**src/rtl/fetch_pkg.sv**
```systemverilog
// Shared state encoding and constants for the instruction fetch unit and its buffer.
package fetch_pkg;

  localparam int INSTR_W = 32;

  typedef enum logic [1:0] {
    IDLE  = 2'd0,
    RUN   = 2'd1,
    FAULT = 2'd2
  } fetch_state_e;

  // Bits needed to hold a count from 0 up to and including n.
  function automatic int cnt_width(input int n);
    return $clog2(n + 1);
  endfunction

endpackage

```
**src/rtl/fetch_buffer.sv**
```systemverilog
// DEPTH-entry FIFO of {pc, instr} with synchronous flush; head is visible combinationally.
// A push into a full buffer is only taken when a pop happens in the same cycle.
module fetch_buffer
  import fetch_pkg::*;
#(
  parameter int DEPTH = 2,
  parameter int W     = 41
) (
  input  logic                        clk,
  input  logic                        reset,
  input  logic                        flush,
  input  logic                        push,
  input  logic [W-1:0]                push_data,
  input  logic                        pop,
  output logic [W-1:0]                head,
  output logic                        valid,
  output logic [cnt_width(DEPTH)-1:0] count
);

  localparam int AW = $clog2(DEPTH);
  localparam int CW = cnt_width(DEPTH);
  localparam logic [CW-1:0] FULL = CW'(DEPTH);

  logic [W-1:0]  mem [DEPTH];
  logic [AW-1:0] rd_ptr;
  logic [AW-1:0] wr_ptr;
  logic          do_push;
  logic          do_pop;

  assign do_pop  = pop && (count != '0);
  assign do_push = push && ((count != FULL) || do_pop);
  assign head    = mem[rd_ptr];
  assign valid   = (count != '0);

  always_ff @(posedge clk) begin
    if (do_push && !flush) mem[wr_ptr] <= push_data;
  end

  always_ff @(posedge clk or posedge reset) begin
    if (reset) begin
      rd_ptr <= '0;
      wr_ptr <= '0;
      count  <= '0;
    end else if (flush) begin
      rd_ptr <= '0;
      wr_ptr <= '0;
      count  <= '0;
    end else begin
      if (do_push) wr_ptr <= wr_ptr + AW'(1);
      if (do_pop)  rd_ptr <= rd_ptr + AW'(1);
      count <= count + CW'(do_push) - CW'(do_pop);
    end
  end

endmodule

```
**src/rtl/fetch_unit.sv**
```systemverilog
// Sequential instruction fetch with branch redirect, in-order response tracking and a small decode buffer.
// Define FETCH_MISALIGN_CHECK_EN to trap misaligned redirect targets into a sticky FAULT state.
module fetch_unit
  import fetch_pkg::*;
#(
  parameter int PC_W      = 9,
  parameter int RESET_PC  = 0,
  parameter int BUF_DEPTH = 2
) (
  input  logic               clk,
  input  logic               reset,
  input  logic               PcSel,
  input  logic [31:0]        BrPC,
  output logic               imem_req_valid,
  input  logic               imem_req_ready,
  output logic [PC_W-1:0]    imem_addr,
  input  logic               imem_rsp_valid,
  input  logic [INSTR_W-1:0] imem_rsp_data,
  output logic               if_valid,
  input  logic               if_ready,
  output logic [INSTR_W-1:0] if_instr,
  output logic [PC_W-1:0]    if_pc,
  output logic               fetch_fault
);

  localparam int CNT_W = cnt_width(BUF_DEPTH);
  localparam int ENT_W = PC_W + INSTR_W;
  localparam logic [PC_W-1:0] PC_INIT   = PC_W'(RESET_PC);
  localparam logic [CNT_W:0]  DEPTH_LIM = (CNT_W + 1)'(BUF_DEPTH);

  fetch_state_e     state;
  logic [PC_W-1:0]  pc;
  logic [PC_W-1:0]  rsp_pc;
  logic [PC_W-1:0]  redirect_pc;
  logic [CNT_W-1:0] outstanding;
  logic [CNT_W-1:0] out_next;
  logic [CNT_W-1:0] drop;
  logic [CNT_W-1:0] occupancy;
  logic [CNT_W:0]   in_flight;
  logic [ENT_W-1:0] head;
  logic             redirect;
  logic             misalign;
  logic             req_fire;
  logic             rsp_seen;
  logic             push;
  logic             pop;
  logic             buf_valid;
  logic             unused_brpc;

  assign redirect    = PcSel && (state != FAULT);
  assign redirect_pc = {BrPC[PC_W-1:2], 2'b00};
  assign unused_brpc = ^{BrPC[31:PC_W], BrPC[1:0]};

  // Slots are reserved at request time, so the buffer can always absorb every response.
  assign in_flight      = {1'b0, outstanding} + {1'b0, occupancy};
  assign imem_req_valid = (state == RUN) && !PcSel && (in_flight < DEPTH_LIM);
  assign imem_addr      = pc;
  assign req_fire       = imem_req_valid && imem_req_ready;

  assign rsp_seen = imem_rsp_valid && (outstanding != '0);
  assign out_next = outstanding + CNT_W'(req_fire) - CNT_W'(rsp_seen);
  assign push     = rsp_seen && (state == RUN) && !PcSel && (drop == '0);
  assign pop      = buf_valid && if_ready;

  // rsp_pc is the address of the next response that will be kept.
  always_ff @(posedge clk or posedge reset) begin
    if (reset) begin
      state       <= IDLE;
      pc          <= PC_INIT;
      rsp_pc      <= PC_INIT;
      outstanding <= '0;
      drop        <= '0;
    end else begin
      outstanding <= out_next;
      if (redirect)
        drop <= out_next;
      else if (rsp_seen && (drop != '0))
        drop <= drop - CNT_W'(1);

      case (state)
        IDLE: begin
          state <= RUN;
          if (redirect) begin
            pc     <= redirect_pc;
            rsp_pc <= redirect_pc;
          end
        end
        RUN: begin
          if (misalign) begin
            state <= FAULT;
          end else if (redirect) begin
            pc     <= redirect_pc;
            rsp_pc <= redirect_pc;
          end else begin
            if (req_fire) pc <= pc + PC_W'(4);
            if (push)     rsp_pc <= rsp_pc + PC_W'(4);
          end
        end
        FAULT:   state <= FAULT;
        default: state <= IDLE;
      endcase
    end
  end

`ifdef FETCH_MISALIGN_CHECK_EN
  logic fault;

  assign misalign = redirect && (state == RUN) && (BrPC[1:0] != 2'b00);

  always_ff @(posedge clk or posedge reset) begin
    if (reset)         fault <= 1'b0;
    else if (misalign) fault <= 1'b1;
  end

  assign fetch_fault = fault;
`else
  assign misalign    = 1'b0;
  assign fetch_fault = 1'b0;
`endif

  fetch_buffer #(
    .DEPTH (BUF_DEPTH),
    .W     (ENT_W)
  ) u_buf (
    .clk       (clk),
    .reset     (reset),
    .flush     (redirect),
    .push      (push),
    .push_data ({rsp_pc, imem_rsp_data}),
    .pop       (pop),
    .head      (head),
    .valid     (buf_valid),
    .count     (occupancy)
  );

  assign if_valid = buf_valid;
  assign if_pc    = buf_valid ? head[ENT_W-1:INSTR_W] : '0;
  assign if_instr = buf_valid ? head[INSTR_W-1:0] : '0;

endmodule

```
**config.mk**
```make
export PLATFORM = sky130hd
export DESIGN_NAME = fetch_unit
export DESIGN_NICKNAME = d
export VERILOG_FILES = /design/src/rtl/fetch_pkg.sv /design/src/rtl/fetch_buffer.sv /design/src/rtl/fetch_unit.sv
export SDC_FILE = /design/constraint.sdc
export NUM_CORES = 1
export LEC_CHECK = 0
export ABC_AREA = 1
export CAP_MARGIN = 5
export CORE_MARGIN = 3
export CORE_UTILIZATION = 40
export DETAILED_ROUTE_END_ITERATION = 6
export PLACE_DENSITY = 0.67
export SYNTH_ARGS = -nofsm -noshare
export SYNTH_HDL_FRONTEND = slang
export SYNTH_HIERARCHICAL = 1
export SYNTH_SLANG_ARGS = --single-unit
```
**constraint.sdc**
```tcl
create_clock -name clk -period 5.3 [get_ports clk]
set_input_delay 1.325 -clock clk [delete_from_list [all_inputs] [get_ports clk]]
set_output_delay 1.325 -clock clk [all_outputs]
set_load 0.005 [all_outputs]
```
==> flow_summary.ini, run 1 <==
[timing]
whs_ns = 0.448
finalMaxSlewViolations = 0
fmax_ghz = 0.242
rsz0062_at_grt = no
setup_violations = 0
hold_viol_final = 0
relSlewSlack_pct = 37.7
fin_crit_ns = 4.13
setup_tns_ns = 0
tightest_slew_ns = 0.928
finClkSkew_ns = 0.00815
post-route-period-util_pct = 78.0

[grt]
grt_usage_pct = 14.6
antenna_found_initial = 0
grt_max_degree = 46
grt-ovfl-total = 0
grt_pass1_wl_mm = 16.5
grt_pass1_vias = 3466

[worst_setup_path]
crit_fanout = 9
crit_arrival_ns = 2.81
r2r_cells = 10
critPathKind = in2out
endpoint_kind = output pin
crit_required_ns = 3.97
cp-start-kind = primary input

[hold_path]
min_path_type = reg2reg
hold_depth = 1

[route]
wirelength_mm = 10.0
wl_per_cell_um = 12.4
vias = 3677
firstDrtPassIters = 4
postRouteAntennaNets = 0
drc_errors = 0
viasPerCell = 4.56
drt_iter0_markers = 262

[place]
numPortBuffers = 94
hpwl_mm = 6.84
gp_congestion = 0.853

[yosys]
netlist_area_um2 = 5010
yosysTopAreaCellShare_pct = 49.1
yosysSeqAreaShare_pct = 61.1
synth_area_leaders = edfxtp_1, nand2_1, dfrtp_1, inv_1, nand3_1
ys_ff_latch = 106
yosys.cell_types.count = 29
synth_top_area_cell = edfxtp_1
syn_avg_cell_area_um2 = 9.32
postSynthCellCount = 538
yosys_warnings = 6

[clocking]
path_clk_slew_ns = 0.07
clk_latency_ns = 0.34
cts_tree = done
numCtsBuffers = 9
cts_resized = 0
post_cts_buffers = 0
clockBufferDepth = 2
ctsHoldBuffers = 0
cts-root-buf = clkbuf_16
h-tree-depth = 3
cts_num_sinks = 106

[power_and_ir_drop]
clock_power_share_pct = 29.6
p_switching_w = 0.000592
p_comb_share_pct = 21.3
p_seq_share_pct = 49.1
irDropWorstVdd_mv = 0.192
p_int_w = 0.00152
power_density_nw_per_um2 = 332
p_leak_nw = 2.98
sw_frac_of_total_pct = 28.0

[finish]
syn_to_final_growth_pct = 26.9
drive_above_1_share_pct = 7.20
final_common_cell = nand2_1
layout_common_cells = nand2_1, clkdlybuf4s50_1, inv_1
n_antenna_cell = 0
fin_nets = 712

[floorplanning]
core_um2 = 12100
dieArea_um2 = 13900
io_pins = 123
die_height_um = 118
rows = 40
start_util_pct = 41.4
die_x_um = 118

[run]
max_cap_viol_count = 0

[run_status]
outcome = complete, no violations
[area by class of cell]
type,count,area [um2]
well taps,168,210
fillers,1121,5750
multi-input cells,331,1500
inverters,88,338
flip-flops and latches,106,3060
clock buffers,10,229
repair buffers,98,971
clock inverters,6,56.3
[cell families (layout without fill, tap and decap cells)]
group | count (synthesis) | count (layout) | share of synthesized area (%)
adders and majority gates | 8 | 8 | 2.15
xor gates and xnor gates | 2 | 2 | 0.349
AOI/OAI and AO/OA | 14 | 14 | 1.40
and+or+nand+nor | 300 | 300 | 25.3
buffers and inverters | 107 | 202 | 9.68
other | 1 | 7 | 0.0748
DFF | 106 | 106 | 61.1
[critical path, cell delays in order]
cell	delay (ns)
clkdlybuf4s50_1	0.51
inv_1	0.11
nand2_2	0.11
nor3_1	0.20
clkdlybuf4s50_1	0.55
[flip-flops by register name, indices dropped and copies added, names as in the netlist]
register,cells
drop,2
u_buf/count,2
outstanding,2
state,2
u_buf/rd_ptr,1
imem_addr,7
u_buf/mem,82
u_buf/wr_ptr,1
rsp_pc,7
[path summary, 6_finish.rpt]
| check | end | slack, ns | start |
|---|---|---|---|
| min reg2reg | state[0] | 0.45 | state[1] |
| max | imem_req_valid | 1.17 | PcSel |
| min | state[0] | 0.45 | state[1] |
| max in group asynchronous | rsp_pc[7] | 3.34 | reset |
| min in group asynchronous | u_buf/wr_ptr | 1.21 | reset |
| max reg2reg | u_buf/mem[0][3] | 2.52 | u_buf/count[1] |
[power by group through the flow]
stage                     clock (W)  sequential, W  combinational [W]
after global placement            0        0.00105           0.000437
after detailed placement          0        0.00105           0.000454
final                      0.000625        0.00104           0.000450
after CTS                  0.000649        0.00104           0.000457
after floorplan                   0        0.00103           0.000262
after global routing       0.000679        0.00105           0.000513
[per-stage QoR]
| step | util, % | instance area [um2] | instances | total power, W | setup WS [ns] |
|---|---|---|---|---|---|
| after floorplan | - | 5040 | 544 | 0.00130 | 1.31 |
| after global placement | 50.2 | 6080 | 791 | 0.00149 | 1.17 |
| after detailed placement | 50.2 | 6080 | 791 | 0.00151 | 1.18 |
| after CTS | 52.5 | 6360 | 807 | 0.00214 | 1.16 |
| after global routing | 52.5 | 6360 | 807 | 0.00224 | 1.06 |
| final | 52.5 | 6360 | 807 | 0.00211 | 1.17 |
[cells in the mapped netlist]
master    instances
nand2_1         224
inv_1            85
edfxtp_1         82
nand3_1          39
dfrtp_1          24
nand2_2          13
o21ai_0          13
nor2_1           10
buf_4             7
ha_1              7
buf_6             5
clkbuf_1          5
or2_2             4
inv_2             2
nand4_1           2
or2_1             2
xnor2_1           2
a21oi_1           1
buf_2             1
buf_8             1
conb_1            1
fa_1              1
inv_8             1
nand2_4           1
nand3_2           1
nand3_4           1
nor2_2            1
nor2_4            1
nor3_1            1
[routing by layer]
| metal | wire, um | GRT usage (%) |
|---|---|---|
| met4 | 93 | 3.44 |
| met1 | 4590 | 18.6 |
| met2 | 4810 | 24.7 |
| met3 | 523 | 4.08 |
| met5 | 0 | 0 |
No activity file was read; power rests on OpenSTA's default activity.
==> run 2, diff against run 1 <==
==> constraint.sdc (replaced) <==
create_clock -name clk -period 3.9 [get_ports clk]
set_input_delay 0.975 -clock clk [delete_from_list [all_inputs] [get_ports clk]]
set_output_delay 0.975 -clock clk [all_outputs]
set_load 0.005 [all_outputs]
==> run 2 against run 1 <==
Effect of this change:
- sequential cell count is the same
- power grew 37%
- routed wire length grew 1.4%
- clock-buffer cell count is the same
- core utilization grew 0.27 points
- largest power group unchanged
- first-iteration DRC count grew 2.3%
==> flow_summary.ini, run 2 (synthesized netlist as in run 1, its figures left out) <==
[run_status]
outcome = complete, no violations

[route]
drt_iter0_markers = 268
wl_per_cell_um = 12.6
postRouteAntennaNets = 0
wirelength_mm = 10.1
drc_errors = 0
viasPerCell = 4.51
vias = 3644
firstDrtPassIters = 5

[power_and_ir_drop]
sw_frac_of_total_pct = 28.3
power_density_nw_per_um2 = 451
p_int_w = 0.00207
irDropWorstVdd_mv = 0.256
p_seq_share_pct = 49.0
p_comb_share_pct = 21.3
p_switching_w = 0.000817
clock_power_share_pct = 29.8
p_leak_nw = 2.99

[timing]
hold_viol_final = 0
fmax_ghz = 0.289
post-route-period-util_pct = 88.6
finalMaxSlewViolations = 0
setup_violations = 0
whs_ns = 0.452
relSlewSlack_pct = 46.9
rsz0062_at_grt = no
fin_crit_ns = 3.46
setup_tns_ns = 0
finClkSkew_ns = 0.00894
tightest_slew_ns = 0.796

[floorplanning]
io_pins = 123
dieArea_um2 = 13900
die_height_um = 118
start_util_pct = 41.4
die_x_um = 118
core_um2 = 12100
rows = 40

[worst_setup_path]
cp-start-kind = primary input
crit_arrival_ns = 2.48
critPathKind = in2out
rrSetupSlack_ns = 1.34
reg2reg_to = u_buf/mem[0][28]
crit_end = imem_req_valid
crit_required_ns = 2.92
endpoint_kind = output pin
crit_fanout = 9
r2r_start = u_buf/count[1]
r2r_cells = 10
crit_start = PcSel

[finish]
layout_common_cells = nand2_1, clkdlybuf4s50_1, inv_1
final_common_cell = nand2_1
n_antenna_cell = 0
final_cell_count_no_fill = 808
largest_register_ffs = 82
syn_to_final_growth_pct = 27.6
largest_register = u_buf/mem
drive_above_1_share_pct = 7.34
fin_nets = 713
nFillCells = 1104

[grt]
met3_usage_pct = 4.37
antenna_found_initial = 0
grt_pass1_wl_mm = 17.2
met2_usage_pct = 25.8
grt_pass1_vias = 3551
grt_usage_pct = 15.1
grt-ovfl-total = 0
use_met1_pct = 19.1
grt.busiest_layer = met2
grt_max_degree = 46

[clocking]
clockBufferDepth = 2
cts_num_sinks = 106
clk_latency_ns = 0.34
h-tree-depth = 3
cts_tree = done
ctsHoldBuffers = 0
cts_resized = 0
cts-root-buf = clkbuf_16
post_cts_buffers = 0
path_clk_slew_ns = 0.07
numCtsBuffers = 9

[place]
dp_cells = 792
hpwl_mm = 6.90
numPortBuffers = 94
gp_congestion = 0.849

[run]
max_cap_viol_count = 0

[hold_path]
min_path_type = reg2reg
[run 2: cell types whose count changed in the layout (fill, tap and decap cells not counted), sizes merged]
cell and change:
buf +1
[run 2: worst min-delay path by stage]
stage | startpoint | endpoint | slack [ns] | cells past startpoint
6_report | state[1] | state[0] | 0.45 | 1
5_1_grt | state[1] | state[0] | 0.51 | 1
4_1_cts | state[1] | state[0] | 0.46 | 1
3_5_place_dp | state[1] | state[0] | 0.45 | 1
3_3_place_gp | state[1] | state[0] | 0.44 | 1
2_1_floorplan | state[1] | state[0] | 0.43 | 1
[run 2: per-layer routing]
| metal | up-vias | wire length (um) |
|---|---|---|
| met5 | - | 0 |
| met2 | 95 | 4980 |
| met1 | 1684 | 4580 |
| met3 | 2 | 559 |
| met4 | 0 | 22 |
| li1 | 1863 | - |
[run 2: area by class of cell]
| type | instances | area [um2] | share of cell area (%) |
|---|---|---|---|
| Clock inverter | 6 | 56.3 | 0.880 |
| Tap cell | 168 | 210 | 3.29 |
| Inverter | 88 | 338 | 5.28 |
| Multi-Input combinational cell | 331 | 1500 | 23.4 |
| Timing Repair Buffer | 99 | 1000 | 15.7 |
| Clock buffer | 10 | 229 | 3.58 |
| Sequential cell | 106 | 3060 | 47.9 |
[run 2: metrics by stage]
step	power [W]	cell area, um2	util (%)	setup slack (ns)
floorplan	0.00176	5040	-	0.256
global placement	0.00203	6110	50.5	0.466
detailed placement	0.00205	6110	50.5	0.462
CTS	0.00292	6400	52.8	0.446
global route	0.00306	6400	52.8	0.367
finish	0.00289	6400	52.8	0.445
[run 2: critical path: stages]
cell	delay (ns)
clkdlybuf4s50_1	0.51
inv_1	0.11
nand2_2	0.12
nor3_1	0.21
clkdlybuf4s50_1	0.55
[run 2: power by group through the flow]
stage | sequential, W | clock, W | combinational [W]
2_1_floorplan | 0.00141 | 0 | 0.000356
4_1_cts | 0.00141 | 0.000886 | 0.000622
5_1_grt | 0.00143 | 0.000935 | 0.000701
3_5_place_dp | 0.00143 | 0 | 0.000618
6_report | 0.00141 | 0.000859 | 0.000614
3_3_place_gp | 0.00143 | 0 | 0.000599
